<file path="src/rtl/trdb_branch_map.sv">
// Branch-map accumulator for the trace encoder.
// Records the not-taken flag of each qualified retired conditional branch
// into a MAP_LEN-entry bit map (bit 0 = oldest), keeps the branch count,
// and reports full/empty/overflow status to the packet-format selector.
// The emitter clears the map with flush_i once a packet has consumed it;
// a branch arriving in the flush cycle becomes entry 0 of the new map.
module trdb_branch_map #(
  parameter int unsigned MAP_LEN = 31,
  parameter int unsigned CNT_W   = 5
) (
  input  logic               clk_i,
  input  logic               rst_i,
  input  logic               valid_i,
  input  logic               branch_i,
  input  logic               taken_i,
  input  logic               flush_i,
  output logic [MAP_LEN-1:0] map_o,
  output logic [CNT_W-1:0]   branches_o,
  output logic               is_full_o,
  output logic               is_empty_o,
  output logic               overflow_o
);

  localparam logic [CNT_W-1:0] CNT_MAX = CNT_W'(MAP_LEN);

  logic [MAP_LEN-1:0] map_q, map_d;
  logic [CNT_W-1:0]   cnt_q, cnt_d;
  logic               full_q, full_d;
  logic               empty_q, empty_d;
  logic               ovf_q, ovf_d;

  logic               rec;
  logic [MAP_LEN-1:0] base_map;
  logic [CNT_W-1:0]   base_cnt;

  assign rec = valid_i & branch_i;

  // Next-state: start from a flushed or current base, then append the branch.
  always_comb begin
    // NOTE: every signal gets a default before any branch so no latch is inferred.
    base_cnt = flush_i ? '0 : cnt_q;
    base_map = flush_i ? '0 : map_q;
    map_d    = base_map;
    cnt_d    = base_cnt;
    ovf_d    = 1'b0;
    if (rec) begin
      if (base_cnt < CNT_MAX) begin
        for (int unsigned i = 0; i < MAP_LEN; i++) begin
          if (CNT_W'(i) == base_cnt) map_d[i] = ~taken_i;
        end
        cnt_d = base_cnt + CNT_W'(1);
      end else begin
        // Full and no flush: the entry is dropped and the count saturates.
        ovf_d = 1'b1;
      end
    end
    // Status flags are decoded ahead of the register so the outputs are plain flops.
    full_d  = (cnt_d == CNT_MAX);
    empty_d = (cnt_d == '0);
  end

  // State registers with synchronous reset taking priority over flush and record.
  always_ff @(posedge clk_i) begin
    // NOTE: sequential state uses non-blocking assignments so all flops update together.
    if (rst_i) begin
      // NOTE: the map is reset explicitly because bits above the count must read 0.
      map_q   <= '0;
      cnt_q   <= '0;
      full_q  <= 1'b0;
      empty_q <= 1'b1;
      ovf_q   <= 1'b0;
    end else begin
      map_q   <= map_d;
      cnt_q   <= cnt_d;
      full_q  <= full_d;
      empty_q <= empty_d;
      ovf_q   <= ovf_d;
    end
  end

  assign map_o      = map_q;
  assign branches_o = cnt_q;
  assign is_full_o  = full_q;
  assign is_empty_o = empty_q;
  assign overflow_o = ovf_q;

endmodule
</file>
<file path="config.mk">
export PLATFORM = sky130hd
export DESIGN_NAME = trdb_branch_map
export DESIGN_NICKNAME = d
export VERILOG_FILES = /design/src/rtl/trdb_branch_map.sv
export SDC_FILE = /design/constraint.sdc
export NUM_CORES = 1
export LEC_CHECK = 0
export BUFFER_PORTS_ARGS = -buffer_cell sky130_fd_sc_hd__buf_2
export CORE_ASPECT_RATIO = 1.25
export CORE_MARGIN = 2
export CORE_UTILIZATION = 40
export DETAILED_ROUTE_END_ITERATION = 6
export GPL_ROUTABILITY_DRIVEN = 0
export PLACE_DENSITY = 0.74
export SYNTH_ARGS = -nofsm -noshare
export SYNTH_HDL_FRONTEND = slang
export SYNTH_SLANG_ARGS = --single-unit
</file>
<file path="constraint.sdc">
create_clock -name clk_i -period 1.8 [get_ports clk_i]
set_clock_uncertainty 0.05 [all_clocks]
set_input_delay 0.18 -clock clk_i [delete_from_list [all_inputs] [get_ports clk_i]]
set_output_delay 0.18 -clock clk_i [all_outputs]
set_load 0.02 [all_outputs]
</file>
==> run_results.csv, run 1 <==
group,metric,value,unit
layout,finalNetCount,284,
placed_design,placed_cells,330,
setup_path,slowest_stage,"dfxtp_1",
synth,async_reset_ff_share,0,%
clock_network,clk_pin_slew,70,ps
placed_design,dp_hpwl,3460,microns
detailed_routing,dr.pass1.iters,6,
floorplan,core,4800,sq um
layout,diodes,0,
timing,fin_crit,1680,ps
setup_path,required,1990,ps
synth,synth_edf_count,0,
layout,drive_gt1_share,32.0,%
global_route,grt_pass1_wl,7800,microns
clock_network,cts_sinks,39,
setup_path,start_kind,"register",
synth,ys_warn_count,0,
setup_path,reg2reg_to,"is_full_o$_SDFF_PP0_",
detailed_routing,vias,1855,
hold_path,min_from,"rst_i",
detailed_routing,wl_met3,285,microns
setup_path,crit_end,"is_full_o$_SDFF_PP0_",
detailed_routing,routed_via_density,5.49,
setup_path,startpoint,"branches_o[3]$_SDFF_PP0_",
detailed_routing,wl_met1,1990,microns
timing,maxSlewViolCount,0,
detailed_routing,route.met2.wl,2580,microns
synth,synth_area,2020,sq um
synth,synth.distinct_cells,37,
detailed_routing,maxUsedRoutingLayer,"met4",
detailed_routing,drc_errors,0,
synth,synth.area.top_cells,"dfxtp_1, mux2_1, nand2_1, nor2_1, mux2_2",
synth,yosys.area.top_type,"dfxtp_1",
setup_path,crit_path_end_kind,"register",
synth,syn_nets,237,
clock_network,ctsResizeCount,0,
synth,ys_seq_area_share,38.6,%
global_route,overflow,0,
clock_network,h-tree-depth,2,
detailed_routing,drt-total-wl,4960,microns
setup_path,reg2reg_depth,6,
power,leakage,0.968,nW
timing,relSlewSlack,66.3,%
global_route,antenna_found_initial,0,
timing,final-setup-viol-count,0,
floorplan,die-width,67.6,microns
layout,area_delta_synth_final,19.7,%
setup_path,cp_cell_sequence,"nand2_1, nor2_1, ha_1, mux2_2, a21oi_1, o2111a_1",
global_route,grt_max_degree,34,
clock_network,numCtsBuffers,5,
placed_design,portBuffers,44,
synth,syn-instance-count,230,
setup_path,cp.arrival,1870,ps
clock_network,clockRootBuffer,"clkbuf_8",
timing,max_freq,597,MHz
power,vdd_ir_drop_max,0.540,mV
floorplan,dieArea,5650,sq um
timing,min_period_over_period,93.1,%
floorplan,start_util,42.2,%
hold_path,hold_class,"in -> reg",
power,finalPower,1.56,mW
synth,synth_top_area_share,38.6,%
setup_path,rrSetupSlack,120,ps
global_route,grt_pass1_vias,1679,
clock_network,clockBufferDepth,2,
timing,holdWs,250,ps
synth,synth_top_flop_cell,"dfxtp_1",
detailed_routing,drtIter0Drc,98,
status,outcome,"finished, final reports clean",
detailed_routing,antenna_left,0,
timing,tightest_slew,503,ps
timing,grt_setup_unrepaired,"no",
floorplan,fp.dieH,83.5,microns
timing,finalSetupTns,0,ps
run,cap_violations,0,
timing,timing_hold_violations_final,0,
detailed_routing,wl_per_cell,14.7,microns
floorplan,fp-row-count,28,
synth,ys_ff_latch,39,
setup_path,cpPeakStageDelay,510,ps
floorplan,ios,45,
clock_network,postCtsHoldBufs,0,
setup_path,cp_max_fo,8,
setup_path,reg2reg_from,"branches_o[3]$_SDFF_PP0_",
clock_network,clk_latency,300,ps
power,powerDensity,643,nW/um^2
setup_path,critical_path_class,"reg -> reg",
synth,syn_avg_cell_area,8.80,sq um
layout,stdcell_count,338,
clock_network,cts_tree,"built",
global_route,grt_util_all_layers,18.2,%
clock_network,postCtsSetupBuffers,0,
==> through the flow <==
step                worst slack, ps  area [sq um]  util (%)
floorplan                      4.08          2030         -
global placement                143          2330      48.6
detailed placement             83.2          2330      48.6
CTS                            47.1          2420      50.3
global route                   11.6          2420      50.5
finish                          125          2420      50.5
==> critical path, delay by kind of cell, from the launching register on <==
kind | cells | cell delay (ps)
compound gates | 2 | 340
flops | 1 | 510
fa+ha+maj | 1 | 230
mux | 1 | 290
simple gates | 2 | 210
==> area by class of cell <==
class                   count  area [sq um]
multi-input cells         169          1120
well taps                  60          75.1
clock buffers               6          72.6
fillers                   473          2380
flip-flops and latches     39           786
repair buffers             61           348
clock inverters             2          12.5
inverters                   1          3.75
==> layout by cell type, fill, tap and decap left out, types with 2 or more instances in the layout <==
master	synthesis	layout
nand4b_1	6	6
o311ai_0	2	2
nand3_1	13	13
buf_2	4	44
nand4_1	8	8
mux2i_1	4	4
o21ai_0	3	3
nor3_1	2	2
nor3b_4	4	4
dfxtp_2	0	4
nand2_1	42	42
nor2_1	32	32
nand2b_1	2	2
a21oi_1	5	4
mux2_1	19	19
mux2_2	9	9
buf_4	5	17
clkbuf_8	0	5
dfxtp_1	39	35
or3_1	2	2
and3b_1	2	2
==> worst min path at each step <==
stage / endpoint / slack, ps / cells past startpoint
after floorplan: overflow_o$_SDFF_PP0_ / 400 / 2
after global placement: map_o[8]$_SDFF_PP0_ / 400 / 2
after detailed placement: map_o[8]$_SDFF_PP0_ / 400 / 2
after CTS: map_o[8]$_SDFF_PP0_ / 240 / 4
after global routing: branches_o[1]$_SDFF_PP0_ / 280 / 3
final: map_o[8]$_SDFF_PP0_ / 250 / 4
==> cells in the mapped netlist, types with 2 or more instances <==
cell type	number
a21oi_1	5
and3b_1	2
buf_2	4
buf_4	5
buf_6	2
clkbuf_1	9
dfxtp_1	39
mux2_1	19
mux2_2	9
mux2i_1	4
nand2_1	42
nand2b_1	2
nand3_1	13
nand4_1	8
nand4b_1	6
nor2_1	32
nor3_1	2
nor3b_4	4
o21ai_0	3
o311ai_0	2
or3_1	2
==> power breakdown <==
group	leakage (nW)	total, mW	switching [mW]	internal (mW)
clock	0.0412	0.584	0.313	0.271
sequential	0.316	0.871	0.00460	0.866
combinational	0.611	0.102	0.0708	0.0312
total	0.968	1.56	0.389	1.17
==> logic make-up after synthesis <==
family	Yosys count	share of synthesized area (%)
simple gates	119	31.2
mux	32	17.6
compound gates	17	6.06
fa+ha+maj	1	0.618
buf+inv	22	6.06
flops	39	38.6
==> sequential cells by signal, indices dropped and copies added, names as in the netlist <==
name	flops
map_o	31
branches_o	5
is_empty_o	1
is_full_o	1
overflow_o	1
==> per-layer routing <==
metal,up-vias,GRT usage [%]
li1,901,-
met1,890,21.5
met2,56,30.0
met3,8,4.45
met4,0,8.35
met5,-,0
Note: power is estimated with default switching activity, not from simulation.
==> inputs of run 2 (changes only) <==
MAX_ROUTING_LAYER = met4   (was default)
==> run_results.csv, run 2 (synthesis gave the netlist of run 1 again) <==
group,metric,value,unit
status,outcome,"finished, final reports clean",
power,p_sw,0.388,mW
layout,final_area,2420,sq um
global_route,grt_pass1_wl,7820,microns
setup_path,required,1990,ps
clock_network,cts_tree,"built",
setup_path,start_kind,"register",
power,finalPower,1.56,mW
timing,fin_crit,1660,ps
clock_network,postCtsHoldBufs,0,
detailed_routing,vias,1840,
floorplan,start_util,42.2,%
power,clkPwrFrac,37.5,%
floorplan,ios,45,
power,leakage,0.968,nW
layout,largest_reg_flops,31,
layout,final_cell_mix,"buf_2, nand2_1, dfxtp_1, nor2_1, mux2_1",
layout,stdcell_count,338,
floorplan,core,4800,sq um
power,pwr-share-comb,6.5,%
setup_path,reg2reg_depth,6,
setup_path,reg2reg_to,"is_full_o$_SDFF_PP0_",
power,vdd_ir_drop_max,0.539,mV
detailed_routing,drtIter0Drc,99,
layout,utilization,50.5,%
hold_path,hold_class,"in -> reg",
setup_path,critical_path_class,"reg -> reg",
power,switching_share,24.9,%
timing,relSlewSlack,66.5,%
global_route,grt_pass1_vias,1683,
global_route,overflow,0,
setup_path,crit_path_end_kind,"register",
setup_path,reg2reg_from,"branches_o[3]$_SDFF_PP0_",
setup_path,cp.arrival,1850,ps
setup_path,cpPeakStageDelay,500,ps
clock_network,clockRootBuffer,"clkbuf_8",
layout,area_delta_synth_final,19.7,%
floorplan,die-width,67.6,microns
power,power_frac_seq,56.0,%
layout,finalNetCount,284,
timing,max_freq,601,MHz
setup_path,rrSetupSlack,140,ps
hold_path,holdPathEnd,"map_o[8]$_SDFF_PP0_",
power,powerDensity,642,nW/um^2
global_route,grt_max_degree,34,
layout,drive_gt1_share,32.0,%
placed_design,placed_cells,330,
hold_path,hold_depth,4,
detailed_routing,routed_via_density,5.44,
detailed_routing,drt-total-wl,4930,microns
timing,final-setup-viol-count,0,
placed_design,portBuffers,44,
detailed_routing,drc_errors,0,
hold_path,min_from,"rst_i",
layout,final_common_cell,"buf_2",
floorplan,fp-row-count,28,
run,cap_violations,0,
setup_path,slowest_stage,"dfxtp_1",
clock_network,clockBufferDepth,2,
clock_network,postCtsSetupBuffers,0,
timing,grt_setup_unrepaired,"no",
layout,diodes,0,
timing,timing_hold_violations_final,0,
detailed_routing,antenna_left,0,
detailed_routing,wl_per_cell,14.6,microns
power,p_int,1.17,mW
detailed_routing,dr.pass1.iters,4,
floorplan,fp.dieH,83.5,microns
placed_design,dp_hpwl,3460,microns
floorplan,dieArea,5650,sq um
timing,min_period_over_period,92.4,%
clock_network,cts_sinks,39,
clock_network,ctsResizeCount,0,
clock_network,clk_latency,300,ps
global_route,antenna_found_initial,0,
timing,maxSlewViolCount,0,
timing,tightest_slew,501,ps
setup_path,cp_max_fo,8,
global_route,grt_util_all_layers,18.7,%
clock_network,h-tree-depth,2,
clock_network,numCtsBuffers,5,
timing,finalSetupTns,0,ps
setup_path,cp_cell_sequence,"nand2_1, nor2_1, ha_1, mux2_2, a21oi_1, o2111a_1",
clock_network,clk_pin_slew,70,ps
placed_design,post_dp_cell_area,2330,sq um
## run 2: cell counts in the layout (fill, tap and decap cells not counted)
No cell type changed its count.
## run 2: layout make-up
class	instances	area, sq um
Fill cell	473	2380
Multi-Input combinational cell	169	1120
Timing Repair Buffer	61	348
Inverter	1	3.75
Clock buffer	6	72.6
Clock inverter	2	12.5
Sequential cell	39	786
Tap cell	60	75.1
## run 2: critical path, delay by kind of cell, from the launching register on
family	cells	cell delay (ps)
AND/OR/NAND/NOR	2	210
AO/OA/AOI/OAI	2	340
flip-flops	1	500
multiplexers	1	290
adder cells (fa/ha/maj)	1	230
## run 2: how the worst max path moves through the flow
stage,endpoint,cells past startpoint,from,slack (ps)
floorplan,is_full_o$_SDFF_PP0_,8,branches_o[2]$_SDFF_PP0_,4
global placement,map_o[15]$_SDFF_PP0_,4,branches_o[1]$_SDFF_PP0_,140
detailed placement,map_o[15]$_SDFF_PP0_,4,branches_o[1]$_SDFF_PP0_,80
CTS,map_o[15]$_SDFF_PP0_,4,branches_o[1]$_SDFF_PP0_,50
global route,is_full_o$_SDFF_PP0_,7,branches_o[2]$_SDFF_PP0_,10
finish,is_full_o$_SDFF_PP0_,6,branches_o[3]$_SDFF_PP0_,140
## run 2: power groups by stage
stage / Sequential, mW / Combinational (mW) / Clock, mW
after global routing: 0.871 / 0.110 / 0.630
after detailed placement: 0.891 / 0.101 / 0
after floorplan: 0.893 / 0.0683 / 0
after CTS: 0.870 / 0.102 / 0.598
final: 0.871 / 0.102 / 0.584
after global placement: 0.890 / 0.0993 / 0
## run 2: metrics by stage
stage          setup WS [ps]  hold WS (ps)
2_1_floorplan           4.08           402
5_1_grt                 11.6           276
6_report                 137           253
3_3_place_gp             143           399
4_1_cts                 47.1           245
3_5_place_dp            83.2           404
## run 2: metal layers
| layer | global-route usage (%) | part of all wire [%] | up-vias |
|---|---|---|---|
| met5 | - | 0 | - |
| met4 | 8.35 | 2.2 | 0 |
| met3 | 4.45 | 6.9 | 9 |
| met2 | 30.2 | 53 | 68 |
| met1 | 21.3 | 38 | 867 |
| li1 | - | - | 896 |
==> inputs of run 3 (changes only) <==
--- a/config.mk
+++ b/config.mk
@@ -11,2 +11,3 @@
 export CORE_UTILIZATION = 40
+export CTS_CLUSTER_SIZE = 30
 export DETAILED_ROUTE_END_ITERATION = 6
==> constraint.sdc (replaced) <==
create_clock -name clk_i -period 1.8 [get_ports clk_i]
set_clock_uncertainty 0.05 [all_clocks]
set_input_delay 0 -clock clk_i [delete_from_list [all_inputs] [get_ports clk_i]]
set_output_delay 0 -clock clk_i [all_outputs]
set_load 0.02 [all_outputs]
==> run_results.csv, run 3 (synthesis gave the netlist of run 1 again) <==
group,metric,value,unit
power,finalPower,1.58,mW
power,power_frac_seq,55.2,%
global_route,antenna_found_initial,0,
timing,tightest_slew,549,ps
layout,drive_gt1_share,30.9,%
power,vdd_ir_drop_max,0.397,mV
clock_network,postCtsHoldBufs,0,
clock_network,postCtsSetupBuffers,0,
timing,maxSlewViolCount,0,
floorplan,fp-row-count,28,
layout,fillers,466,
setup_path,reg2reg_depth,7,
floorplan,die-width,67.6,microns
layout,largest_reg_flops,31,
hold_path,min_from,"rst_i",
detailed_routing,drtIter0Drc,58,
timing,fin_crit,1720,ps
detailed_routing,drt-total-wl,4740,microns
power,pwr-share-comb,6.3,%
clock_network,clk_latency,290,ps
setup_path,required,1990,ps
detailed_routing,dr.pass1.iters,4,
timing,relSlewSlack,63.4,%
placed_design,portBuffers,44,
layout,finalNetCount,279,
layout,seqCellArea,786,sq um
clock_network,clk_pin_slew,80,ps
power,clkPwrFrac,38.5,%
timing,max_freq,583,MHz
floorplan,core,4800,sq um
detailed_routing,routed_via_density,5.29,
floorplan,ios,45,
detailed_routing,vias,1757,
power,leakage,0.953,nW
hold_path,hold_depth,4,
power,powerDensity,657,nW/um^2
run,cap_violations,0,
setup_path,slowest_stage,"dfxtp_2",
floorplan,dieArea,5650,sq um
layout,final_cell_mix,"buf_2, nand2_1, dfxtp_1, nor2_1, mux2_1",
hold_path,holdPathEnd,"branches_o[3]$_SDFF_PP0_",
timing,min_period_over_period,95.4,%
clock_network,h-tree-depth,2,
floorplan,fp.dieH,83.5,microns
clock_network,clockBufferDepth,2,
status,outcome,"finished, final reports clean",
global_route,grt_util_all_layers,18.6,%
power,switching_share,24.0,%
setup_path,start_kind,"register",
clock_network,ctsResizeCount,0,
timing,timing_hold_violations_final,0,
global_route,grt_max_degree,34,
setup_path,reg2reg_to,"is_full_o$_SDFF_PP0_",
layout,final_common_cell,"buf_2",
setup_path,reg2reg_from,"branches_o[2]$_SDFF_PP0_",
global_route,grt_pass1_wl,7940,microns
timing,final-setup-viol-count,0,
clock_network,numCtsBuffers,5,
global_route,overflow,0,
hold_path,hold_class,"in -> reg",
setup_path,cpPeakStageDelay,380,ps
setup_path,crit_path_end_kind,"register",
setup_path,cp_cell_sequence,"nor2b_2, nand2_1, nor2_1, ha_1, mux2_2, a21oi_1, o2111a_1",
setup_path,cp_max_fo,5,
detailed_routing,drc_errors,0,
clock_network,clockRootBuffer,"clkbuf_8",
timing,grt_setup_unrepaired,"no",
timing,finalSetupTns,0,ps
clock_network,cts_tree,"built",
placed_design,dp_hpwl,3270,microns
clock_network,cts_sinks,39,
power,p_int,1.20,mW
setup_path,cp.arrival,1910,ps
detailed_routing,antenna_left,0,
setup_path,rrSetupSlack,80,ps
global_route,grt_pass1_vias,1682,
setup_path,critical_path_class,"reg -> reg",
detailed_routing,wl_per_cell,14.3,microns
layout,multi_input_area,1120,sq um
layout,diodes,0,
layout,area_delta_synth_final,18.5,%
floorplan,start_util,42.2,%
power,p_sw,0.379,mW
==> run 3: cell count changes in the layout (fill, tap and decap cells not counted), sizes merged <==
cell	previous run	this run
clkinvlp	1	0
buf	61	56
==> run 3: worst max-delay path: cells and delay by family, from the launching register on <==
family / cells / cell delay [ps]
AOI/OAI and AO/OA: 2 / 390
DFF: 1 / 380
and+or+nand+nor: 3 / 350
adders and majority gates: 1 / 230
muxes: 1 / 280
==> run 3: through the flow <==
stage               area (sq um)  hold WS (ps)  setup WS (ps)  instances  util [%]
global placement            2310           349            146        325      48.0
finish                      2400          50.2           83.6        332      50.0
floorplan                   2030           222           4.08        230         -
global route                2400          89.8           26.2        332      50.0
CTS                         2390          42.5           44.7        332      49.9
detailed placement          2310           349            109        325      48.0
==> run 3: worst max-delay path by stage <==
| stage | slack [ps] | cells past startpoint | startpoint | endpoint |
|---|---|---|---|---|
| 4_1_cts | 40 | 6 | branches_o[3]$_SDFF_PP0_ | is_full_o$_SDFF_PP0_ |
| 2_1_floorplan | 4 | 8 | branches_o[2]$_SDFF_PP0_ | is_full_o$_SDFF_PP0_ |
| 6_report | 80 | 7 | branches_o[2]$_SDFF_PP0_ | is_full_o$_SDFF_PP0_ |
| 3_5_place_dp | 110 | 6 | branches_o[3]$_SDFF_PP0_ | is_full_o$_SDFF_PP0_ |
| 5_1_grt | 30 | 6 | branches_o[0]$_SDFF_PP0_ | is_full_o$_SDFF_PP0_ |
| 3_3_place_gp | 150 | 6 | branches_o[3]$_SDFF_PP0_ | is_full_o$_SDFF_PP0_ |
==> run 3: per-layer routing <==
metal  GRT usage (%)  vias up  routed length, microns
met1            22.4      827                    2030
met5               -        -                       0
met2            29.7       41                    2380
met3            4.18        6                     239
met4            6.68        0                      82
li1                -      883                       -
==> run 3: power groups by stage <==
| stage | clock [mW] | sequential (mW) | combinational (mW) |
|---|---|---|---|
| detailed placement | 0 | 0.890 | 0.0986 |
| global placement | 0 | 0.890 | 0.0977 |
| finish | 0.606 | 0.870 | 0.0994 |
| global route | 0.647 | 0.870 | 0.110 |
| CTS | 0.617 | 0.869 | 0.0989 |
| floorplan | 0 | 0.893 | 0.0683 |
==> run 3: layout make-up <==
class	instances	area share (%)
clock inverters	1	0.209
flip-flops and latches	39	32.8
well taps	60	3.13
inverters	1	0.156
multi-input cells	169	46.8
clock buffers	6	3.44
repair buffers	56	13.5
